==> src/rtl/aes_block_mover_pkg.sv <==
// Shared MMIO map, control encodings and sequencer state type for the AES block mover.
package aes_mmio_pkg;

    localparam logic [31:0] AES_BASE    = 32'h0004_0000;
    localparam logic [11:0] IN_OFFSET   = 12'h000;
    localparam logic [11:0] CTRL_OFFSET = 12'h300;
    localparam logic [11:0] OUT_OFFSET  = 12'h404;

    localparam logic [2:0] CTRL_ENC      = 3'b001;
    localparam logic [2:0] CTRL_DEC      = 3'b010;
    localparam int         CTRL_DONE_BIT = 2;

    localparam int BLOCK_WORDS = 9;

    typedef enum logic [3:0] {
        IDLE,
        LOAD_RD,
        LOAD_WAIT,
        LOAD_WR,
        KICK,
        GUARD,
        POLL_RD,
        POLL_WAIT,
        UNLOAD_RD,
        UNLOAD_WAIT,
        UNLOAD_WR,
        NEXT,
        DONE
    } state_t;

    function automatic logic [31:0] aes_reg_addr(input logic [11:0] offset, input logic [3:0] word_idx);
        return AES_BASE + {20'd0, offset} + {26'd0, word_idx, 2'b00};
    endfunction

endpackage

==> src/rtl/aes_block_mover_if.sv <==
// Command, system-memory and coprocessor buses of the AES block mover.
interface aes_block_mover_if;

    logic        cmd_valid_in;
    logic        cmd_ready_out;
    logic [31:0] cmd_src_in;
    logic [31:0] cmd_dst_in;
    logic [15:0] cmd_blocks_in;
    logic        cmd_decrypt_in;

    logic [31:0] mem_addr_out;
    logic [3:0]  mem_we_out;
    logic [31:0] mem_data_out;
    logic [31:0] mem_data_in;

    logic [31:0] aes_addr_out;
    logic [3:0]  aes_we_out;
    logic [31:0] aes_data_out;
    logic [31:0] aes_data_in;

    logic        busy_out;
    logic        done_out;
    logic        err_out;

    modport master (
        input  cmd_valid_in, cmd_src_in, cmd_dst_in, cmd_blocks_in, cmd_decrypt_in,
        input  mem_data_in, aes_data_in,
        output cmd_ready_out, mem_addr_out, mem_we_out, mem_data_out,
        output aes_addr_out, aes_we_out, aes_data_out, busy_out, done_out, err_out
    );

    modport slave (
        output cmd_valid_in, cmd_src_in, cmd_dst_in, cmd_blocks_in, cmd_decrypt_in,
        output mem_data_in, aes_data_in,
        input  cmd_ready_out, mem_addr_out, mem_we_out, mem_data_out,
        input  aes_addr_out, aes_we_out, aes_data_out, busy_out, done_out, err_out
    );

endinterface

==> src/rtl/aes_mover_lat_cnt.sv <==
// Loadable down-counter; load N-1 to wait N cycles, zero flags the last one.
module aes_mover_lat_cnt #(
    parameter int WIDTH = 4
) (
    input  logic             clk,
    input  logic             rst_n,
    input  logic             load,
    input  logic [WIDTH-1:0] value,
    output logic             zero
);

    logic [WIDTH-1:0] count;

    // NOTE: sequential state is always assigned with <= so every flop samples pre-edge values.
    always_ff @(posedge clk or negedge rst_n) begin
        if (!rst_n) begin
            count <= '0;
        end else if (load) begin
            count <= value;
        end else if (count != '0) begin
            count <= count - 1'b1;
        end
    end

    assign zero = (count == '0);

endmodule

==> src/rtl/aes_block_mover.sv <==
// Descriptor-driven mover: streams blocks memory -> AES input buffer, kicks and polls the
// coprocessor, then streams the output buffer back to memory.
module aes_block_mover
    import aes_mmio_pkg::*;
#(
    parameter int MEM_RD_LAT = 2,
    parameter int AES_RD_LAT = 2,
    parameter int TIMEOUT    = 4096
) (
    input  logic              clk_in,
    input  logic              rst_in,
    aes_block_mover_if.master bus
);

    localparam int          LAT_W     = 4;
    localparam int          TMO_W     = $clog2(TIMEOUT + 1);
    localparam logic [3:0]  LAST_WORD = 4'(BLOCK_WORDS - 1);
    localparam logic [31:0] CTRL_ADDR = AES_BASE + {20'd0, CTRL_OFFSET};

    state_t            state_q, next_state;
    logic [31:0]       src_q, dst_q, word_q;
    logic [31:0]       mem_addr_q, aes_addr_q;
    logic [15:0]       blocks_q;
    logic              dec_q, err_q;
    logic [3:0]        word_idx_q;
    logic [TMO_W-1:0]  tmo_q;

    logic              lat_load, lat_zero;
    logic [LAT_W-1:0]  lat_value;
    logic              accept, polling, poll_hit, timeout, last_word;

    logic [31:0]       mem_addr, aes_addr, aes_data;
    logic [3:0]        mem_we, aes_we;

    aes_mover_lat_cnt #(.WIDTH(LAT_W)) u_lat_cnt (
        .clk   (clk_in),
        .rst_n (rst_in),
        .load  (lat_load),
        .value (lat_value),
        .zero  (lat_zero)
    );

    assign last_word = (word_idx_q == LAST_WORD);
    assign polling   = (state_q == GUARD) || (state_q == POLL_RD) || (state_q == POLL_WAIT);
    assign poll_hit  = (state_q == POLL_WAIT) && lat_zero && bus.aes_data_in[CTRL_DONE_BIT];
    // Cycle count starts with KICK, so the limit trips on the TIMEOUT-th cycle after it.
    assign timeout   = polling && (tmo_q == TMO_W'(TIMEOUT - 1)) && !poll_hit;

    always_ff @(posedge clk_in or negedge rst_in) begin
        if (!rst_in) begin
            state_q <= IDLE;
        end else begin
            state_q <= next_state;
        end
    end

    // NOTE: every signal driven here gets a default first, so no path can infer a latch.
    always_comb begin
        next_state = state_q;
        accept     = 1'b0;
        lat_load   = 1'b0;
        lat_value  = '0;
        mem_addr   = mem_addr_q;
        mem_we     = 4'h0;
        aes_addr   = aes_addr_q;
        aes_we     = 4'h0;
        aes_data   = word_q;

        unique case (state_q)
            IDLE: begin
                if (bus.cmd_valid_in) begin
                    accept     = 1'b1;
                    next_state = (bus.cmd_blocks_in == 16'd0) ? DONE : LOAD_RD;
                end
            end
            LOAD_RD: begin
                mem_addr   = src_q;
                lat_load   = 1'b1;
                lat_value  = LAT_W'(MEM_RD_LAT - 1);
                next_state = LOAD_WAIT;
            end
            LOAD_WAIT: begin
                mem_addr = src_q;
                if (lat_zero) next_state = LOAD_WR;
            end
            LOAD_WR: begin
                aes_addr   = aes_reg_addr(IN_OFFSET, word_idx_q);
                aes_we     = 4'hf;
                next_state = last_word ? KICK : LOAD_RD;
            end
            KICK: begin
                aes_addr   = CTRL_ADDR;
                aes_we     = 4'hf;
                aes_data   = {29'd0, dec_q ? CTRL_DEC : CTRL_ENC};
                lat_load   = 1'b1;
                lat_value  = LAT_W'(1);
                next_state = GUARD;
            end
            GUARD: begin
                if (lat_zero) next_state = POLL_RD;
            end
            POLL_RD: begin
                aes_addr   = CTRL_ADDR;
                lat_load   = 1'b1;
                lat_value  = LAT_W'(AES_RD_LAT - 1);
                next_state = POLL_WAIT;
            end
            POLL_WAIT: begin
                aes_addr = CTRL_ADDR;
                if (lat_zero) next_state = poll_hit ? UNLOAD_RD : POLL_RD;
            end
            UNLOAD_RD: begin
                aes_addr   = aes_reg_addr(OUT_OFFSET, word_idx_q);
                lat_load   = 1'b1;
                lat_value  = LAT_W'(AES_RD_LAT - 1);
                next_state = UNLOAD_WAIT;
            end
            UNLOAD_WAIT: begin
                aes_addr = aes_reg_addr(OUT_OFFSET, word_idx_q);
                if (lat_zero) next_state = UNLOAD_WR;
            end
            UNLOAD_WR: begin
                mem_addr   = dst_q;
                mem_we     = 4'hf;
                next_state = last_word ? NEXT : UNLOAD_RD;
            end
            NEXT: begin
                next_state = (blocks_q == 16'd1) ? DONE : LOAD_RD;
            end
            DONE: begin
                next_state = IDLE;
            end
            default: begin
                next_state = IDLE;
            end
        endcase

        if (timeout) next_state = DONE;
    end

    always_ff @(posedge clk_in or negedge rst_in) begin
        if (!rst_in) begin
            src_q      <= '0;
            dst_q      <= '0;
            word_q     <= '0;
            mem_addr_q <= '0;
            aes_addr_q <= '0;
            blocks_q   <= '0;
            dec_q      <= 1'b0;
            err_q      <= 1'b0;
            word_idx_q <= '0;
            tmo_q      <= '0;
        end else begin
            mem_addr_q <= mem_addr;
            aes_addr_q <= aes_addr;

            if (accept) begin
                src_q      <= bus.cmd_src_in;
                dst_q      <= bus.cmd_dst_in;
                blocks_q   <= bus.cmd_blocks_in;
                dec_q      <= bus.cmd_decrypt_in;
                word_idx_q <= '0;
                err_q      <= 1'b0;
            end

            unique case (state_q)
                LOAD_WAIT: begin
                    if (lat_zero) word_q <= bus.mem_data_in;
                end
                LOAD_WR: begin
                    src_q      <= src_q + 32'd4;
                    word_idx_q <= last_word ? 4'd0 : word_idx_q + 4'd1;
                end
                KICK: begin
                    tmo_q <= TMO_W'(1);
                end
                GUARD, POLL_RD, POLL_WAIT: begin
                    tmo_q <= tmo_q + 1'b1;
                end
                UNLOAD_WAIT: begin
                    if (lat_zero) word_q <= bus.aes_data_in;
                end
                UNLOAD_WR: begin
                    dst_q      <= dst_q + 32'd4;
                    word_idx_q <= last_word ? 4'd0 : word_idx_q + 4'd1;
                end
                NEXT: begin
                    blocks_q <= blocks_q - 16'd1;
                end
                default: begin
                end
            endcase

            if (timeout) err_q <= 1'b1;
        end
    end

    assign bus.cmd_ready_out = (state_q == IDLE);
    assign bus.busy_out      = (state_q != IDLE);
    assign bus.done_out      = (state_q == DONE);
    assign bus.err_out       = err_q;
    assign bus.mem_addr_out  = mem_addr;
    assign bus.mem_we_out    = mem_we;
    assign bus.mem_data_out  = word_q;
    assign bus.aes_addr_out  = aes_addr;
    assign bus.aes_we_out    = aes_we;
    assign bus.aes_data_out  = aes_data;

endmodule

==> src/flat_wrapper.sv <==
// flat-port wrapper written by rule: the top's interface ports become plain ports
module aes_block_mover_flat import aes_mmio_pkg::*;
#(
    parameter int MEM_RD_LAT = 2,
    parameter int AES_RD_LAT = 2,
    parameter int TIMEOUT    = 4096
)
  (clk_in, rst_in, bus_cmd_valid_in, bus_cmd_src_in, bus_cmd_dst_in, bus_cmd_blocks_in, bus_cmd_decrypt_in, bus_mem_data_in, bus_aes_data_in, bus_cmd_ready_out, bus_mem_addr_out, bus_mem_we_out, bus_mem_data_out, bus_aes_addr_out, bus_aes_we_out, bus_aes_data_out, bus_busy_out, bus_done_out, bus_err_out);
  aes_block_mover_if bus_i ();
  input  logic clk_in;
  input  logic rst_in;
  input wire logic [$bits(bus_i.cmd_valid_in)-1:0] bus_cmd_valid_in;
  input wire logic [$bits(bus_i.cmd_src_in)-1:0] bus_cmd_src_in;
  input wire logic [$bits(bus_i.cmd_dst_in)-1:0] bus_cmd_dst_in;
  input wire logic [$bits(bus_i.cmd_blocks_in)-1:0] bus_cmd_blocks_in;
  input wire logic [$bits(bus_i.cmd_decrypt_in)-1:0] bus_cmd_decrypt_in;
  input wire logic [$bits(bus_i.mem_data_in)-1:0] bus_mem_data_in;
  input wire logic [$bits(bus_i.aes_data_in)-1:0] bus_aes_data_in;
  output wire logic [$bits(bus_i.cmd_ready_out)-1:0] bus_cmd_ready_out;
  output wire logic [$bits(bus_i.mem_addr_out)-1:0] bus_mem_addr_out;
  output wire logic [$bits(bus_i.mem_we_out)-1:0] bus_mem_we_out;
  output wire logic [$bits(bus_i.mem_data_out)-1:0] bus_mem_data_out;
  output wire logic [$bits(bus_i.aes_addr_out)-1:0] bus_aes_addr_out;
  output wire logic [$bits(bus_i.aes_we_out)-1:0] bus_aes_we_out;
  output wire logic [$bits(bus_i.aes_data_out)-1:0] bus_aes_data_out;
  output wire logic [$bits(bus_i.busy_out)-1:0] bus_busy_out;
  output wire logic [$bits(bus_i.done_out)-1:0] bus_done_out;
  output wire logic [$bits(bus_i.err_out)-1:0] bus_err_out;
  assign bus_i.cmd_valid_in = bus_cmd_valid_in;
  assign bus_i.cmd_src_in = bus_cmd_src_in;
  assign bus_i.cmd_dst_in = bus_cmd_dst_in;
  assign bus_i.cmd_blocks_in = bus_cmd_blocks_in;
  assign bus_i.cmd_decrypt_in = bus_cmd_decrypt_in;
  assign bus_i.mem_data_in = bus_mem_data_in;
  assign bus_i.aes_data_in = bus_aes_data_in;
  assign bus_cmd_ready_out = bus_i.cmd_ready_out;
  assign bus_mem_addr_out = bus_i.mem_addr_out;
  assign bus_mem_we_out = bus_i.mem_we_out;
  assign bus_mem_data_out = bus_i.mem_data_out;
  assign bus_aes_addr_out = bus_i.aes_addr_out;
  assign bus_aes_we_out = bus_i.aes_we_out;
  assign bus_aes_data_out = bus_i.aes_data_out;
  assign bus_busy_out = bus_i.busy_out;
  assign bus_done_out = bus_i.done_out;
  assign bus_err_out = bus_i.err_out;
  aes_block_mover #(.MEM_RD_LAT(MEM_RD_LAT), .AES_RD_LAT(AES_RD_LAT), .TIMEOUT(TIMEOUT)) u_core (.clk_in(clk_in), .rst_in(rst_in), .bus(bus_i));
endmodule
==> config.mk <==
export PLATFORM = sky130hd
export DESIGN_NAME = aes_block_mover_flat
export DESIGN_NICKNAME = d
export VERILOG_FILES = /design/src/rtl/aes_block_mover_pkg.sv /design/src/rtl/aes_block_mover_if.sv /design/src/rtl/aes_mover_lat_cnt.sv /design/src/rtl/aes_block_mover.sv /design/src/flat_wrapper.sv
export SDC_FILE = /design/constraint.sdc
export NUM_CORES = 1
export LEC_CHECK = 0
export CAP_MARGIN = 20
export CORE_ASPECT_RATIO = 0.6
export CORE_MARGIN = 3
export CORE_UTILIZATION = 54
export CTS_BUF_LIST = sky130_fd_sc_hd__clkbuf_8
export CTS_CLUSTER_DIAMETER = 100
export DETAILED_ROUTE_END_ITERATION = 16
export GPL_ROUTABILITY_DRIVEN = 0
export GPL_TIMING_DRIVEN = 0
export PLACE_DENSITY = 0.92
export SLEW_MARGIN = 20
export SYNTH_ARGS = -nofsm -noshare
export SYNTH_HDL_FRONTEND = slang
export SYNTH_SLANG_ARGS = --single-unit
export TNS_END_PERCENT = 50
==> constraint.sdc <==
create_clock -name clk_in -period 5 [get_ports clk_in]
set_input_delay 1 -clock clk_in [delete_from_list [all_inputs] [get_ports clk_in]]
set_output_delay 1 -clock clk_in [all_outputs]
set_load 0.1 [all_outputs]
==> summary.txt, run 1 <==
GRT Overall Usage = 36.33%
Setup WS pre-CTS = 0.3395 ns
Routed WL = 38710 um
Seq cells post-synth = 203
CTS Sinks = 203
status = finished with violations
Worst Setup SP = u_core.state_q[1]
share of the yosys chip area belonging to registers = 49.24%
Yosys warning count = 0
syn_nets = 1285
fin crit share = 100.2%
1st-pass router iterations = 8
fin util = 76.30%
CP Class = reg -> out
min cycle time layout = 5.009 ns
failing checks = negative setup slack
number of global-route vias before repair = 10660
launch point of the worst reg-to-reg path = u_core.state_q[0]
max-slew violations = 0
fmax = 199.7 MHz
asr flop ratio synth = 100.0%
core area = 18400 um^2
Clock Tree Buf Depth = 3
final worst-path setup slack = -0.008701 ns
die area = 20850 um^2
Inserted Clock Buffers = 30
Yosys top cell area share = 49.24%
most frequent cell after synthesis = nand2_1
main combinational cell family by area after synthesis = simple AND/OR/NAND/NOR gates
Worst EP arrival = 4.01 ns
Primary FF master, synth = dfrtp_1
normalized max-slew margin = 28.38%
worst-path cell chain = clkbuf_1 > nand2b_1 > a21boi_1 > nor2_1 > clkbuf_1 > nand2_1 > nand2_1 > clkdlybuf4s15_1
largest net degree at the start of global routing = 94
CP max-delay cell = clkdlybuf4s15_1
Top Ports = 288
CTS Hold Bufs = 0
Final ANT Viol Nets = 0
initial antenna violation count = 3
EDFF count, synth = 0
worst hold path type = in -> async
Synth top cells by count = nand2_1 (229), dfrtp_1 (203), o21ai_0 (74)
crit end category = primary output
CTS root buf = clkbuf_8
Worst Clk Skew = 0.03514 ns
CP Max Fanout = 10
simple-gate share of the synthesized area = 25.05%
synthesized area = 10320 um^2
placed instance count = 1657
Die Wd = 184.4 um
first-pass GRT wire length = 58910 um
NumNets Final = 1606
mux cell area share after synthesis = 3.493%
XOR/XNOR share of the synthesized area = 1.273%
top cells by area, synth = dfrtp_1 (49%), nand2_1 (8.3%), o21ai_0 (3.6%)
Req. time, crit path = 4.00 ns
RSZ-0062 raised after global routing = yes
CTS clk-pin slew, worst paths = 0.08 ns
Remaining DRCs = 0
Worst Tran Pin Value = 1.071 ns
area leader, netlist = dfrtp_1
# setup viols final = 1
Mean Syn Cell Area = 9.146 um^2
Max Cap Viol = 0
Port Buf Inserts = 287
Compound-Gate Fraction of Synth Area = 16.31%
area delta synth->final = 36.08%
Vias = 10920
Setup crit start kind = register
Initial DRC Count = 1540
Die Y = 113.1 um
share of layout cells above drive strength 1 = 7.954%
adder-cell area share of the yosys netlist = 1.092%
grt total ovfl = 0
Wirelength per Cell = 22.61 um
clock latency on the worst-skew pair = 0.58 ns
CTS tree = yes
Hold Vio Cnt, Final = 0
H-tree level count = 1
Cell variety after synth = 64
Mapped Cells = 1128
CP max stage delay = 0.84 ns
fin cells = 1712
vias per cell = 6.381
post-DP HPWL = 28810 um
std cell rows = 38
initial core utilization = 56.07%
## state kept, by name (all words and copies together) (netlist names)
register / flops
u_core.u_lat_cnt.count: 4
u_core.mem_addr_q: 32
u_core.src_q: 32
u_core.word_idx_q: 4
u_core.dec_q: 1
u_core.bus.err_out: 1
u_core.blocks_q: 16
u_core.tmo_q: 13
u_core.state_q: 4
u_core.bus.mem_data_out: 32
u_core.dst_q: 32
u_core.aes_addr_q: 32
## timing repair
| action | 4_1_cts | 5_1_grt |
|---|---|---|
| setup buffers | 0 | 0 |
| endpoints found under the setup margin | 36 | 41 |
| endpoints found under the hold margin | 0 | 0 |
| gates resized for setup | 39 | 65 |
## cell families (layout without fill, tap and decap cells)
| logic type | Yosys count | in the layout |
|---|---|---|
| DFF | 203 | 203 |
| xor gates and xnor gates | 15 | 15 |
| adders and majority gates | 9 | 9 |
| muxes | 36 | 36 |
| other | 0 | 1 |
| and+or+nand+nor | 531 | 531 |
| AOI/OAI and AO/OA | 246 | 246 |
| buffers and inverters | 88 | 431 |
## worst max-delay path: cells and delay by family, from the launching register on
family                 cells  cell delay, ns
DFF                        1            0.50
AOI/OAI and AO/OA          1            0.24
and+or+nand+nor            4            0.97
buffers and inverters      3            1.71
## path summary, 6_finish.rpt
path | slack (ns) | cells after the start | endpoint
max | -0.009 | 8 | bus_mem_addr_out[29]
min | 0.29 | 1 | u_core.aes_addr_q[7]
max reg2reg | 2.06 | 8 | u_core.blocks_q[5]
min reg2reg | 0.47 | 2 | u_core.mem_addr_q[30]
max in group asynchronous | 3.94 | 2 | u_core.aes_addr_q[21]
min in group clk_in | 0.47 | 2 | u_core.mem_addr_q[30]
## cells in the final DEF, fill, tap and decap left out, types with 5 or more instances in the layout
cell type,count
a211oi_1,9
a21o_1,5
a21oi_1,29
a221o_1,13
a22oi_1,32
a311oi_1,7
a31oi_1,7
and2_1,57
and3_1,15
and4_1,5
buf_1,5
buf_2,10
buf_4,9
clkbuf_1,48
clkbuf_2,30
clkbuf_8,42
clkdlybuf4s50_1,245
dfrtp_1,203
dlymetal6s2s_1,5
ha_1,9
inv_1,28
mux2i_1,36
nand2_1,229
nand2b_1,11
nand3_1,47
nand4_1,23
nor2_1,69
nor2b_1,6
nor3_1,29
nor4_1,12
o211ai_1,11
o21ai_0,74
o221a_2,5
o22ai_1,9
o311ai_0,22
xor2_1,11
## stage by stage
stage	cell area (um^2)	TNS [ns]	hold slack, ns
finish	14040	-0.008701	0.2940
global route	14040	-0.4041	0.2962
CTS	14130	0	0.2871
detailed placement	13550	0	0.4605
global placement	13490	-1107.91	0.4541
floorplan	10320	0	0.4386
## area by class of cell
type / instances / area, um^2
Sequential cell: 203 / 5080
Multi-Input combinational cell: 837 / 4876
Fill cell: 1282 / 4362
Timing Repair Buffer: 289 / 2788
Clock buffer: 42 / 578.1
Tap cell: 240 / 300.3
Buffer: 69 / 294.0
Inverter: 19 / 71.32
Clock inverter: 12 / 48.80
Antenna cell: 1 / 2.502
## per-layer routing
layer  vias up  track usage [%]  share of wire, %
met1      5153            50.15                39
li1       4698                -                 -
met2       910            51.23                41
met5         -                0              0.11
met3       157            16.58                17
met4         6            11.73               3.6
Power of run 1 is not shown: default switching activity piles up to over one toggle a cycle in this logic, so the estimate is an artifact.
==> run 2, diff against run 1 <==
--- a/config.mk
+++ b/config.mk
@@ -14,9 +14,11 @@
 export DETAILED_ROUTE_END_ITERATION = 16
 export GPL_ROUTABILITY_DRIVEN = 0
 export GPL_TIMING_DRIVEN = 0
-export PLACE_DENSITY = 0.92
+export PLACE_DENSITY = 0.91
+export SETUP_SLACK_MARGIN = 0.15
 export SLEW_MARGIN = 20
 export SYNTH_ARGS = -nofsm -noshare
 export SYNTH_HDL_FRONTEND = slang
+export SYNTH_HIERARCHICAL = 1
 export SYNTH_SLANG_ARGS = --single-unit
 export TNS_END_PERCENT = 50
==> run 2 against run 1 <==
  * The run now ends clean
  * Critical path type unchanged
  * Area after synthesis is 0.74% higher
  * Critical path depth unchanged
  * Highest routed layer is now met4
  * Routed wire length down 6.0%
  * Sequential share of layout area shrank 0.19 points
  * Sequential cell count unchanged
  * Fmax grew 5.5%
  * Die area increased by 0.71%
==> summary.txt, run 2 <==
number of diodes = 0
Die Y = 113.5 um
first-pass GRT wire length = 57100 um
initial core utilization = 56.33%
most frequent cell after synthesis = nand2_1
max-slew violations = 0
CP Max Fanout = 10
Seq cells post-synth = 203
area leader, netlist = dfrtp_1
Initial DRC Count = 1788
commonest cells after routing, fill and taps aside = nand2_1 (206), clkdlybuf4s50_1 (203), dfrtp_1 (203)
fmax = 210.7 MHz
Worst Clk Skew = 0.01179 ns
Worst EP arrival = 3.75 ns
Inserted Clock Buffers = 30
CTS root buf = clkbuf_8
Yosys warning count = 6
H-tree level count = 1
Worst Setup SP = u_core/state_q[0]
normalized max-slew margin = 29.00%
Req. time, crit path = 4.00 ns
most common cell after layout, fill and taps aside = nand2_1
Remaining DRCs = 0
Hold Vio Cnt, Final = 0
fin crit share = 94.92%
worst hold path type = in -> async
Final Cell Area = 14110 um^2
vias per cell = 6.344
1st-pass router iterations = 8
CTS clk-pin slew, worst paths = 0.06 ns
core area = 18450 um^2
asr flop ratio synth = 100.0%
grt total ovfl = 0
GRT Overall Usage = 34.28%
Yosys top cell area share = 48.88%
EDFF count, synth = 0
Final ANT Viol Nets = 0
Mean Syn Cell Area = 9.246 um^2
share of the yosys chip area belonging to registers = 48.88%
fin cells = 1707
top cells by area, synth = dfrtp_1 (49%), nand2_1 (7.4%), o21ai_0 (3.9%)
Routed WL = 36400 um
Die Wd = 185.1 um
CP Class = reg -> out
Area after DPL = 13630 um^2
Wirelength per Cell = 21.32 um
Cell variety after synth = 71
placed instance count = 1655
std cell rows = 38
die area = 21000 um^2
Worst Tran Pin Value = 1.063 ns
Port Buf Inserts = 287
crit end category = primary output
NumNets Final = 1603
CTS tree = yes
area delta synth->final = 35.81%
RSZ-0062 raised after global routing = yes
min cycle time layout = 4.746 ns
number of global-route vias before repair = 10560
fin util = 76.51%
launch point of the worst reg-to-reg path = u_core/state_q[3]
# setup viols final = 0
synthesized area = 10390 um^2
share of layout cells above drive strength 1 = 8.793%
Clock Tree Buf Depth = 3
Vias = 10830
largest net degree at the start of global routing = 101
status = finished, final reports clean
postcts setup bufs = 0
Mapped Cells = 1124
post-DP HPWL = 26660 um
Primary FF master, synth = dfrtp_1
# fillers = 1247
CTS Sinks = 203
Top Ports = 288
Synth top cells by count = nand2_1 (206), dfrtp_1 (203), o21ai_0 (82)
Max Cap Viol = 0
Setup crit start kind = register
initial antenna violation count = 0
clock latency on the worst-skew pair = 0.57 ns
run 2: kinds of logic after synthesis:
family	after synthesis	synth area share (%)
XOR/XNOR	7	0.5899
adder cells (fa/ha/maj)	8	0.9632
other	1	0.03608
buffers and inverters	92	3.841
flip-flops	203	48.88
multiplexers	41	3.973
AO/OA/AOI/OAI	255	16.80
AND/OR/NAND/NOR	517	24.92
run 2: worst paths after layout:
kind / endpoint / slack (ns) / cells past startpoint
max: bus_mem_addr_out[6] / 0.25 / 8
min: u_core/bus.mem_data_out[8] / 0.22 / 1
max reg2reg: u_core/dst_q[30] / 2.30 / 7
min reg2reg: u_core/aes_addr_q[18] / 0.47 / 1
max in group asynchronous: u_core/mem_addr_q[29] / 4.07 / 2
min in group clk_in: u_core/aes_addr_q[18] / 0.47 / 1
run 2: final cells by class:
| type | instances | area (um^2) | share of cell area [%] |
|---|---|---|---|
| buffer | 72 | 324.1 | 2.296 |
| clock buffer | 35 | 481.7 | 3.413 |
| clock inverter | 17 | 70.07 | 0.4965 |
| inverter | 20 | 75.07 | 0.5319 |
| multi-input combinational | 831 | 4932 | 34.95 |
| sequential | 203 | 5080 | 35.99 |
| tap | 240 | 300.3 | 2.128 |
| timing repair buffer | 289 | 2850 | 20.20 |
run 2: what timing repair did:
item | in CTS | in global routing
endpoints found under the setup margin | 47 | 75
hold buffers | 0 | 0
gates resized for setup | 54 | 105
run 2: per-layer routing:
| layer | vias up | track usage (%) | share of wire, % |
|---|---|---|---|
| li1 | 4723 | - | - |
| met1 | 5122 | 49.42 | 40 |
| met2 | 869 | 49.65 | 42 |
| met3 | 116 | 11.82 | 15 |
| met4 | 0 | 9.491 | 2.9 |
| met5 | - | 0 | 0 |
run 2: metrics by stage:
step	hold slack [ns]	setup slack, ns	TNS [ns]
CTS	0.2170	0.1509	0
global route	0.2091	0.06463	0
global placement	0.4493	-5.659	-1143.45
finish	0.2249	0.2542	0
floorplan	0.4396	0.4653	0
detailed placement	0.4516	0.4358	0
run 2: critical path, cell delays in order, from the launching register on:
cell	delay, ns
dfrtp_1	0.38
buf_2	0.19
nand2b_1	0.09
clkbuf_1	0.30
a21boi_1	0.28
nor2_1	0.36
clkbuf_1	0.68
a221o_1	0.32
clkdlybuf4s15_2	0.58
Power of run 2 is left out for the same reason.
